**src/rtl/rv32i_types_pkg.sv**
```systemverilog
// Scalar types shared with the integer pipeline: element width and register offset.
// Latency: n/a (types only).
// Backpressure: n/a.
package rv32i_types_pkg;

   // Element width of a vector memory op.
   typedef enum logic [1:0] {
      SEW8  = 2'd0,
      SEW16 = 2'd1,
      SEW32 = 2'd2
   } sew_t;

   // Element offset within a destination vector register.
   typedef logic [3:0] offset_t;

endpackage

```
**src/rtl/rv32v_types_pkg.sv**
```systemverilog
// Vector load/store unit types: FSM state encoding and the lane alignment rule.
// Latency: n/a (types and a pure function).
// Backpressure: n/a.
package rv32v_types_pkg;
   import rv32i_types_pkg::*;

   typedef enum logic [1:0] {
      IDLE   = 2'd0,
      ACC0   = 2'd1,
      ACC1   = 2'd2,
      FINISH = 2'd3
   } lsu_state_e;

   // A lane is misaligned when its address is not a multiple of the element size.
   function automatic logic addr_misaligned(input sew_t eew, input logic [1:0] a);
      case (eew)
         SEW8:    return 1'b0;
         SEW16:   return a[0];
         default: return |a;
      endcase
   endfunction

endpackage

```
**src/rtl/rv32v_mem_stage_if.sv**
```systemverilog
// Bundles for the vector memory stage: execute-side op, data bus, writeback.
// Latency: n/a (wires only).
// Backpressure: execute side is held by stall; data bus is held by dbus_busy.

// Execute -> memory stage op bundle, stall flows back.
interface rv32v_ex_if;
   logic                     ex_valid;
   logic                     load_ena;
   logic                     store_ena;
   logic [1:0]               wen;
   logic [31:0]              aluresult0;
   logic [31:0]              aluresult1;
   logic [31:0]              storedata0;
   logic [31:0]              storedata1;
   rv32i_types_pkg::sew_t    eew;
   logic [4:0]               vd;
   rv32i_types_pkg::offset_t woffset0;
   rv32i_types_pkg::offset_t woffset1;
   logic                     stall;

   modport master (output ex_valid, load_ena, store_ena, wen, aluresult0, aluresult1,
                          storedata0, storedata1, eew, vd, woffset0, woffset1,
                   input  stall);
   modport slave  (input  ex_valid, load_ena, store_ena, wen, aluresult0, aluresult1,
                          storedata0, storedata1, eew, vd, woffset0, woffset1,
                   output stall);
endinterface

// Memory stage -> data bus request, response flows back.
interface rv32v_dbus_if;
   logic [31:0] dbus_addr;
   logic [31:0] dbus_wdata;
   logic [3:0]  dbus_byte_en;
   logic        dbus_ren;
   logic        dbus_wen;
   logic [31:0] dbus_rdata;
   logic        dbus_busy;

   modport master (output dbus_addr, dbus_wdata, dbus_byte_en, dbus_ren, dbus_wen,
                   input  dbus_rdata, dbus_busy);
   modport slave  (input  dbus_addr, dbus_wdata, dbus_byte_en, dbus_ren, dbus_wen,
                   output dbus_rdata, dbus_busy);
endinterface

// Memory stage -> writeback bundle.
interface rv32v_wb_if;
   logic                     wb_valid;
   logic [1:0]               wb_wen;
   logic [31:0]              wb_wdat0;
   logic [31:0]              wb_wdat1;
   rv32i_types_pkg::offset_t wb_woffset0;
   rv32i_types_pkg::offset_t wb_woffset1;
   logic [4:0]               wb_vd;
   logic                     misaligned;

   modport master (output wb_valid, wb_wen, wb_wdat0, wb_wdat1, wb_woffset0, wb_woffset1,
                          wb_vd, misaligned);
   modport slave  (input  wb_valid, wb_wen, wb_wdat0, wb_wdat1, wb_woffset0, wb_woffset1,
                          wb_vd, misaligned);
endinterface

```
**src/rtl/rv32v_mem_stage_lane_align.sv**
```systemverilog
// Per-lane byte steering: byte enables, store data shift, load extract + zero-extend.
// Latency: combinational.
// Backpressure: none.
// Ports: eew_i/addr_lo_i select width and byte offset; sdat_i/rdata_i raw data;
//        byte_en_o/wdata_o feed the bus, rdat_o is the lane load result.
module rv32v_lane_align
   import rv32i_types_pkg::*;
(
   input  sew_t        eew_i,
   input  logic [1:0]  addr_lo_i,
   input  logic [31:0] sdat_i,
   input  logic [31:0] rdata_i,
   output logic [3:0]  byte_en_o,
   output logic [31:0] wdata_o,
   output logic [31:0] rdat_o
);

   logic [4:0]  shamt;
   logic [31:0] rdata_sh;

   assign shamt    = {addr_lo_i, 3'b000};
   assign wdata_o  = sdat_i << shamt;
   assign rdata_sh = rdata_i >> shamt;

   // Only aligned lanes reach the bus, so the shifted enables never overflow.
   always_comb begin
      byte_en_o = 4'b1111;
      rdat_o    = rdata_sh;
      case (eew_i)
         SEW8: begin
            byte_en_o = 4'b0001 << addr_lo_i;
            rdat_o    = {24'h0, rdata_sh[7:0]};
         end
         SEW16: begin
            byte_en_o = 4'b0011 << addr_lo_i;
            rdat_o    = {16'h0, rdata_sh[15:0]};
         end
         default: ;
      endcase
   end

endmodule

```
**src/rtl/rv32v_mem_stage.sv**
```systemverilog
// Two-lane vector memory stage: serialises lane loads/stores onto one data bus.
// Latency: 1 cycle for non-mem ops; 2 + accessed lanes + busy cycles for mem ops.
// Backpressure: stall holds execute during a mem op; bus request held while dbus_busy.
// Ports: clk_i/rst_i (sync active-high); ex = execute op in, dbus = data bus master,
//        wb = registered writeback bundle with misaligned flag.
module rv32v_mem_stage
   import rv32i_types_pkg::*;
   import rv32v_types_pkg::*;
(
   input  logic         clk_i,
   input  logic         rst_i,
   rv32v_ex_if.slave    ex,
   rv32v_dbus_if.master dbus,
   rv32v_wb_if.master   wb
);

   lsu_state_e  state_q, state_d;

   // Captured op
   logic        is_ld_q, is_st_q;
   logic [1:0]  acc_q;            // lanes that go to the bus
   logic [1:0]  mis_q;            // enabled lanes dropped for misalignment
   logic [31:0] addr0_q, addr1_q, sdat0_q, sdat1_q;
   logic [31:0] rdat0_q, rdat1_q;
   sew_t        eew_q;
   logic [4:0]  vd_q;
   offset_t     woff0_q, woff1_q;

   // Writeback registers
   logic        wb_valid_q;
   logic [1:0]  wb_wen_q;
   logic [31:0] wb_wdat0_q, wb_wdat1_q;
   offset_t     wb_woff0_q, wb_woff1_q;
   logic [4:0]  wb_vd_q;
   logic        wb_mis_q;

   logic        mem_op;
   logic [1:0]  mis_in, acc_in;
   logic        lane_sel;
   logic [31:0] lane_addr, lane_sdat, lane_wdata, lane_rdat;
   logic [3:0]  lane_be;

   logic [31:0] bus_addr, bus_wdata;
   logic [3:0]  bus_be;
   logic        bus_ren, bus_wen;

   assign mem_op    = ex.ex_valid & (ex.load_ena | ex.store_ena);
   assign mis_in[0] = ex.wen[0] & addr_misaligned(ex.eew, ex.aluresult0[1:0]);
   assign mis_in[1] = ex.wen[1] & addr_misaligned(ex.eew, ex.aluresult1[1:0]);
   assign acc_in    = ex.wen & ~mis_in;

   // Execute may advance in FINISH: the op is consumed at that edge.
   assign ex.stall  = mem_op & (state_q != FINISH);

   assign lane_sel  = (state_q == ACC1);
   assign lane_addr = lane_sel ? addr1_q : addr0_q;
   assign lane_sdat = lane_sel ? sdat1_q : sdat0_q;

   rv32v_lane_align u_align (
      .eew_i     (eew_q),
      .addr_lo_i (lane_addr[1:0]),
      .sdat_i    (lane_sdat),
      .rdata_i   (dbus.dbus_rdata),
      .byte_en_o (lane_be),
      .wdata_o   (lane_wdata),
      .rdat_o    (lane_rdat)
   );

   // State register
   always_ff @(posedge clk_i) begin
      if (rst_i) state_q <= IDLE;
      else       state_q <= state_d;
   end

   // Next state
   always_comb begin
      state_d = state_q;
      case (state_q)
         IDLE: begin
            if (mem_op) begin
               if (acc_in[0])      state_d = ACC0;
               else if (acc_in[1]) state_d = ACC1;
               else                state_d = FINISH;
            end
         end
         ACC0:    if (!dbus.dbus_busy) state_d = acc_q[1] ? ACC1 : FINISH;
         ACC1:    if (!dbus.dbus_busy) state_d = FINISH;
         FINISH:  state_d = IDLE;
         default: state_d = IDLE;
      endcase
   end

   // Bus request outputs; quiet outside the access states
   always_comb begin
      bus_addr  = 32'h0;
      bus_wdata = 32'h0;
      bus_be    = 4'h0;
      bus_ren   = 1'b0;
      bus_wen   = 1'b0;
      if ((state_q == ACC0) || (state_q == ACC1)) begin
         bus_addr  = {lane_addr[31:2], 2'b00};
         bus_wdata = lane_wdata;
         bus_be    = lane_be;
         bus_ren   = is_ld_q;
         bus_wen   = is_st_q;
      end
   end

   assign dbus.dbus_addr    = bus_addr;
   assign dbus.dbus_wdata   = bus_wdata;
   assign dbus.dbus_byte_en = bus_be;
   assign dbus.dbus_ren     = bus_ren;
   assign dbus.dbus_wen     = bus_wen;

   // Capture, load result sampling and writeback
   always_ff @(posedge clk_i) begin
      if (rst_i) begin
         is_ld_q    <= 1'b0;
         is_st_q    <= 1'b0;
         acc_q      <= 2'b00;
         mis_q      <= 2'b00;
         addr0_q    <= 32'h0;
         addr1_q    <= 32'h0;
         sdat0_q    <= 32'h0;
         sdat1_q    <= 32'h0;
         rdat0_q    <= 32'h0;
         rdat1_q    <= 32'h0;
         eew_q      <= SEW8;
         vd_q       <= 5'h0;
         woff0_q    <= '0;
         woff1_q    <= '0;
         wb_valid_q <= 1'b0;
         wb_wen_q   <= 2'b00;
         wb_wdat0_q <= 32'h0;
         wb_wdat1_q <= 32'h0;
         wb_woff0_q <= '0;
         wb_woff1_q <= '0;
         wb_vd_q    <= 5'h0;
         wb_mis_q   <= 1'b0;
      end else begin
         wb_valid_q <= 1'b0;
         case (state_q)
            IDLE: begin
               if (mem_op) begin
                  is_ld_q <= ex.load_ena;
                  is_st_q <= ex.store_ena;
                  acc_q   <= acc_in;
                  mis_q   <= mis_in;
                  addr0_q <= ex.aluresult0;
                  addr1_q <= ex.aluresult1;
                  sdat0_q <= ex.storedata0;
                  sdat1_q <= ex.storedata1;
                  rdat0_q <= 32'h0;
                  rdat1_q <= 32'h0;
                  eew_q   <= ex.eew;
                  vd_q    <= ex.vd;
                  woff0_q <= ex.woffset0;
                  woff1_q <= ex.woffset1;
               end else if (ex.ex_valid) begin
                  wb_valid_q <= 1'b1;
                  wb_wen_q   <= ex.wen;
                  wb_wdat0_q <= ex.aluresult0;
                  wb_wdat1_q <= ex.aluresult1;
                  wb_woff0_q <= ex.woffset0;
                  wb_woff1_q <= ex.woffset1;
                  wb_vd_q    <= ex.vd;
                  wb_mis_q   <= 1'b0;
               end
            end
            ACC0: if (!dbus.dbus_busy && is_ld_q) rdat0_q <= lane_rdat;
            ACC1: if (!dbus.dbus_busy && is_ld_q) rdat1_q <= lane_rdat;
            FINISH: begin
               wb_valid_q <= 1'b1;
               wb_wen_q   <= is_ld_q ? acc_q : 2'b00;
               wb_wdat0_q <= rdat0_q;
               wb_wdat1_q <= rdat1_q;
               wb_woff0_q <= woff0_q;
               wb_woff1_q <= woff1_q;
               wb_vd_q    <= vd_q;
               wb_mis_q   <= |mis_q;
            end
            default: ;
         endcase
      end
   end

   assign wb.wb_valid    = wb_valid_q;
   assign wb.wb_wen      = wb_wen_q;
   assign wb.wb_wdat0    = wb_wdat0_q;
   assign wb.wb_wdat1    = wb_wdat1_q;
   assign wb.wb_woffset0 = wb_woff0_q;
   assign wb.wb_woffset1 = wb_woff1_q;
   assign wb.wb_vd       = wb_vd_q;
   assign wb.misaligned  = wb_mis_q;

endmodule

```
**src/flat_wrapper.sv**
```systemverilog
// flat-port wrapper written by rule: the top's interface ports become plain ports
module rv32v_mem_stage_flat import rv32i_types_pkg::*; import rv32v_types_pkg::*;
  (clk_i, rst_i, ex_ex_valid, ex_load_ena, ex_store_ena, ex_wen, ex_aluresult0, ex_aluresult1, ex_storedata0, ex_storedata1, ex_eew, ex_vd, ex_woffset0, ex_woffset1, ex_stall, dbus_dbus_addr, dbus_dbus_wdata, dbus_dbus_byte_en, dbus_dbus_ren, dbus_dbus_wen, dbus_dbus_rdata, dbus_dbus_busy, wb_wb_valid, wb_wb_wen, wb_wb_wdat0, wb_wb_wdat1, wb_wb_woffset0, wb_wb_woffset1, wb_wb_vd, wb_misaligned);
  rv32v_ex_if ex_i ();
  rv32v_dbus_if dbus_i ();
  rv32v_wb_if wb_i ();
  input  logic clk_i;
  input  logic rst_i;
  input wire logic [$bits(ex_i.ex_valid)-1:0] ex_ex_valid;
  input wire logic [$bits(ex_i.load_ena)-1:0] ex_load_ena;
  input wire logic [$bits(ex_i.store_ena)-1:0] ex_store_ena;
  input wire logic [$bits(ex_i.wen)-1:0] ex_wen;
  input wire logic [$bits(ex_i.aluresult0)-1:0] ex_aluresult0;
  input wire logic [$bits(ex_i.aluresult1)-1:0] ex_aluresult1;
  input wire logic [$bits(ex_i.storedata0)-1:0] ex_storedata0;
  input wire logic [$bits(ex_i.storedata1)-1:0] ex_storedata1;
  input wire logic [$bits(ex_i.eew)-1:0] ex_eew;
  input wire logic [$bits(ex_i.vd)-1:0] ex_vd;
  input wire logic [$bits(ex_i.woffset0)-1:0] ex_woffset0;
  input wire logic [$bits(ex_i.woffset1)-1:0] ex_woffset1;
  output wire logic [$bits(ex_i.stall)-1:0] ex_stall;
  output wire logic [$bits(dbus_i.dbus_addr)-1:0] dbus_dbus_addr;
  output wire logic [$bits(dbus_i.dbus_wdata)-1:0] dbus_dbus_wdata;
  output wire logic [$bits(dbus_i.dbus_byte_en)-1:0] dbus_dbus_byte_en;
  output wire logic [$bits(dbus_i.dbus_ren)-1:0] dbus_dbus_ren;
  output wire logic [$bits(dbus_i.dbus_wen)-1:0] dbus_dbus_wen;
  input wire logic [$bits(dbus_i.dbus_rdata)-1:0] dbus_dbus_rdata;
  input wire logic [$bits(dbus_i.dbus_busy)-1:0] dbus_dbus_busy;
  output wire logic [$bits(wb_i.wb_valid)-1:0] wb_wb_valid;
  output wire logic [$bits(wb_i.wb_wen)-1:0] wb_wb_wen;
  output wire logic [$bits(wb_i.wb_wdat0)-1:0] wb_wb_wdat0;
  output wire logic [$bits(wb_i.wb_wdat1)-1:0] wb_wb_wdat1;
  output wire logic [$bits(wb_i.wb_woffset0)-1:0] wb_wb_woffset0;
  output wire logic [$bits(wb_i.wb_woffset1)-1:0] wb_wb_woffset1;
  output wire logic [$bits(wb_i.wb_vd)-1:0] wb_wb_vd;
  output wire logic [$bits(wb_i.misaligned)-1:0] wb_misaligned;
  assign ex_i.ex_valid = ex_ex_valid;
  assign ex_i.load_ena = ex_load_ena;
  assign ex_i.store_ena = ex_store_ena;
  assign ex_i.wen = ex_wen;
  assign ex_i.aluresult0 = ex_aluresult0;
  assign ex_i.aluresult1 = ex_aluresult1;
  assign ex_i.storedata0 = ex_storedata0;
  assign ex_i.storedata1 = ex_storedata1;
  assign ex_i.eew = ex_eew;
  assign ex_i.vd = ex_vd;
  assign ex_i.woffset0 = ex_woffset0;
  assign ex_i.woffset1 = ex_woffset1;
  assign ex_stall = ex_i.stall;
  assign dbus_dbus_addr = dbus_i.dbus_addr;
  assign dbus_dbus_wdata = dbus_i.dbus_wdata;
  assign dbus_dbus_byte_en = dbus_i.dbus_byte_en;
  assign dbus_dbus_ren = dbus_i.dbus_ren;
  assign dbus_dbus_wen = dbus_i.dbus_wen;
  assign dbus_i.dbus_rdata = dbus_dbus_rdata;
  assign dbus_i.dbus_busy = dbus_dbus_busy;
  assign wb_wb_valid = wb_i.wb_valid;
  assign wb_wb_wen = wb_i.wb_wen;
  assign wb_wb_wdat0 = wb_i.wb_wdat0;
  assign wb_wb_wdat1 = wb_i.wb_wdat1;
  assign wb_wb_woffset0 = wb_i.wb_woffset0;
  assign wb_wb_woffset1 = wb_i.wb_woffset1;
  assign wb_wb_vd = wb_i.wb_vd;
  assign wb_misaligned = wb_i.misaligned;
  rv32v_mem_stage u_core (.clk_i(clk_i), .rst_i(rst_i), .ex(ex_i), .dbus(dbus_i), .wb(wb_i));
endmodule
```
**config.mk**
```make
export PLATFORM = sky130hd
export DESIGN_NAME = rv32v_mem_stage_flat
export DESIGN_NICKNAME = d
export VERILOG_FILES = /design/src/rtl/rv32i_types_pkg.sv /design/src/rtl/rv32v_types_pkg.sv /design/src/rtl/rv32v_mem_stage_if.sv /design/src/rtl/rv32v_mem_stage_lane_align.sv /design/src/rtl/rv32v_mem_stage.sv /design/src/flat_wrapper.sv
export SDC_FILE = /design/constraint.sdc
export NUM_CORES = 1
export LEC_CHECK = 0
export BUFFER_PORTS_ARGS = -buffer_cell sky130_fd_sc_hd__buf_2
export CAP_MARGIN = 20
export CORE_ASPECT_RATIO = 1.2
export CORE_MARGIN = 2
export CORE_UTILIZATION = 48
export CTS_CLUSTER_DIAMETER = 60
export CTS_CLUSTER_SIZE = 12
export DETAILED_ROUTE_END_ITERATION = 8
export HOLD_SLACK_MARGIN = 0.06
export PLACE_DENSITY = 0.86
export SYNTH_ARGS = -nofsm -noshare
export SYNTH_HDL_FRONTEND = slang
export SYNTH_SLANG_ARGS = --single-unit
```
**constraint.sdc**
```tcl
create_clock -name clk_i -period 2.11 [get_ports clk_i]
set_clock_uncertainty 0.2 [all_clocks]
set_input_delay 0.1055 -clock clk_i [delete_from_list [all_inputs] [get_ports clk_i]]
set_output_delay 0.1055 -clock clk_i [all_outputs]
set_load 0.02 [all_outputs]
```
==> results by group <==
Place
  • Port buffer count: 332
  • DP HPWL: 31,730 um
  • RD Place Congestion: 0.9947

Yosys
  • Post-synth ARST share: 0%
  • Top cells by count, synth: nand2_1, dfxtp_1, mux2i_1, a21oi_1, nor2_1
  • Sequential area share after synthesis: 44.55%
  • Synth Register Bits: 296
  • Avg Cell Area, Syn: 8.549 um2
  • Syn Inst Count: 1,556
  • Yosys cell types: 52
  • Cell accounting for the most synthesized area: dfxtp_1
  • Mapped Area: 13,300 um2
  • Synth top area cells: dfxtp_1, mux2i_1, nand2_1
  • YS warnings: 0
  • Top-area cell type share of the netlist area: 44.55%
  • Most instantiated library cell after synthesis: nand2_1
  • Ys flop type: dfxtp_1
  • EDFF count, synth: 0

STA
  • Actual slew at the worst max-slew pin: 0.9714 ns
  • Setup TNS: -42.26 ns
  • Max_slew headroom: 35.24%
  • Worst path setup slack after routing: -0.6164 ns
  • Final number of hold-violating endpoints: 0
  • Min Tclk post-route: 2.726 ns
  • Final worst-path cycle share: 129.2%
  • Slew Limit Fails: 0
  • RSZ-0062 raised after global routing: true
  • Achievable frequency: 366.8 MHz
  • Final setup violation count: 251

Drt
  • ANT nets after route: 0
  • Total Wirelength: 68,910 um
  • DR iter-0 viols: 2,117
  • WL per Instance: 27.95 um
  • Via count: 16,260
  • Vias per cell: 6.595
  • DRT Pass-1 Iters: 8
  • DRC: 0

Final layout
  • Post-layout nets: 2,305
  • Fill count: 1,363
  • Share of layout cells above drive strength 1: 35.27%
  • Final Util: 79.07%
  • Area growth, synth to finish: 61.50%

Run
  • Maxcap violations: 0

Floorplan
  • Core area: 27,170 um2
  • Row cnt: 66
  • Die area: 29,060 um2
  • Chip height: 186.4 um
  • Die X: 156.0 um
  • Starting Density: 48.96%
  • # IOs: 335

Power
  • Switching portion of total power: 40.29%
  • P_int: 0.01466 W
  • Pwr Density: 1143 nW/um2
  • Switching pwr: 0.009891 W
  • Clock power frac: 20.1%
  • Sequential power share: 28.4%
  • Pleak: 8.364 nW
  • Gate power share: 51.5%
  • Max rail drop VDD: 655.2 uV

Outcome
  • Status: complete, but fails checks
  • Failing checks: negative setup slack

Critical path
  • Max Fanout on Critical Path: 23
  • Req. time, crit path: 2.30 ns
  • Crit path launch type: flip-flop
  • Crit end category: flip-flop
  • WP data arrival: 2.92 ns
  • Setup CP Type: flip-flop to flip-flop

Global routing
  • Total grt overflow: 0
  • Vias in the first global route: 15,780
  • Largest net degree at the start of global routing: 134
  • First-pass GRT wire length: 88,620 um
  • Initial antenna violation count: 7
  • GRT Total Usage: 38.79%

Clock tree
  • Clk sinks: 296
  • Clock Latency Late Sink: 0.57 ns
  • TritonCTS clock tree: built
  • Max Buffers Root-to-Sink: 3
  • H-tree lvl count: 1
  • Num CTS Buffers: 29
  • CTS clock-pin slew for the worst setup and hold paths: 0.07 ns
  • Clock Root Buffer: clkbuf_16

Worst hold path
  • Worst Hold Class: input port to flip-flop
==> sequential cells by signal (all words and copies together) (netlist names) <==
signal,count
u_core.acc_q,2
u_core.addr0_q,32
u_core.addr1_q,32
u_core.eew_q,2
u_core.is_ld_q,1
u_core.is_st_q,1
u_core.mis_q,2
u_core.rdat0_q,32
u_core.rdat1_q,32
u_core.sdat0_q,32
u_core.sdat1_q,32
u_core.state_q,2
u_core.vd_q,5
u_core.wb.misaligned,1
u_core.wb.wb_valid,1
u_core.wb.wb_vd,5
u_core.wb.wb_wdat0,32
u_core.wb.wb_wdat1,32
u_core.wb.wb_wen,2
u_core.wb.wb_woffset0,4
u_core.wb.wb_woffset1,4
u_core.woff0_q,4
u_core.woff1_q,4
==> cells in the final DEF, fill, tap and decap left out, types with 32 or more instances in the layout <==
cell type / count
mux2i_1: 137
nand2_1: 331
buf_6: 77
dfxtp_1: 293
a22o_1: 32
clkbuf_16: 36
buf_2: 263
nor2_1: 119
mux2i_4: 39
dlygate4sd3_1: 182
buf_4: 75
a211oi_1: 52
a21oi_1: 157
==> logic make-up (layout without fill, tap and decap cells) <==
| family | after synthesis | after routing | synth area share, % |
|---|---|---|---|
| simple gates | 561 | 561 | 17.38 |
| compound gates | 355 | 355 | 17.58 |
| flops | 296 | 296 | 44.55 |
| mux | 205 | 205 | 15.69 |
| buf+inv | 133 | 697 | 4.299 |
| fa+ha+maj | 5 | 5 | 0.4703 |
| other cells | 1 | 7 | 0.02819 |
==> power by group through the flow <==
| stage | Sequential, W | Clock, W | Combinational [W] |
|---|---|---|---|
| floorplan | 0.00708 | 0 | 0.00474 |
| global placement | 0.00683 | 0 | 0.00747 |
| detailed placement | 0.00687 | 0 | 0.00760 |
| CTS | 0.00680 | 0.00483 | 0.0103 |
| global route | 0.00698 | 0.00514 | 0.0130 |
| finish | 0.00696 | 0.00494 | 0.0127 |
==> final cells by class <==
cell class	instances	area, um2	area share [%]
Multi-Input combinational cell	1128	8423	39.21
Sequential cell	296	5929	27.60
Timing Repair Buffer	655	5838	27.18
Clock buffer	32	767.0	3.570
Tap cell	340	425.4	1.980
Clock inverter	3	47.55	0.2213
Inverter	7	38.79	0.1806
Antenna cell	5	12.51	0.05824
==> critical path: stages (launching register included) <==
cell      delay, ns
dfxtp_2        0.34
inv_2          0.05
buf_4          0.13
buf_6          0.12
ha_4           0.18
buf_12         0.13
o211ai_1       0.15
buf_6          0.27
buf_16         0.21
nand2_1        0.08
a21oi_1        0.68
==> through the flow <==
stage	power [W]	cell area [um2]	hold slack, ns	setup slack (ns)	cells
6_report	0.02455	21480	0.1115	-0.6164	2466
5_1_grt	0.02509	21480	0.1404	-0.5921	2466
4_1_cts	0.02198	20280	0.1147	-0.3901	2434
3_5_place_dp	0.01447	15880	0.1516	-0.09238	2166
3_3_place_gp	0.01430	15880	0.1486	-0.02676	2166
2_1_floorplan	0.01182	13620	0.03098	0.002410	1557
==> path summary, 6_finish.rpt <==
check                              endpoint  slack (ns)  depth (start not counted)                           start
max             u_core.vd_q[1]$_SDFFE_PP0P_       -0.62                         10  u_core.state_q[0]$_SDFFE_PP0P_
min reg2reg  u_core.addr1_q[6]$_SDFFE_PP0P_        0.25                          2  u_core.addr1_q[6]$_SDFFE_PP0P_
max reg2reg     u_core.vd_q[1]$_SDFFE_PP0P_       -0.62                         10  u_core.state_q[0]$_SDFFE_PP0P_
min          u_core.sdat1_q[6]$_SDFFE_PP0P_        0.11                          4                ex_storedata1[6]
==> per-layer routing <==
metal,up-vias,wire length [um],global-route usage [%]
met2,1612,30930,65.74
met5,-,92,0
met4,6,6985,26.11
met3,605,9197,8.941
li1,6528,-,-
met1,7513,21710,43.04
==> what timing repair did <==
item / 4_1_cts / 5_1_grt
hold buffers: 183 / 0
gates cloned: 9 / 7
gates resized for setup: 287 / 190
setup buffers: 42 / 31
pin swaps: 50 / 34
setup endpoints to repair: 154 / 197
hold endpoints to repair: 296 / 0
Note: power is estimated with default switching activity, not from simulation.
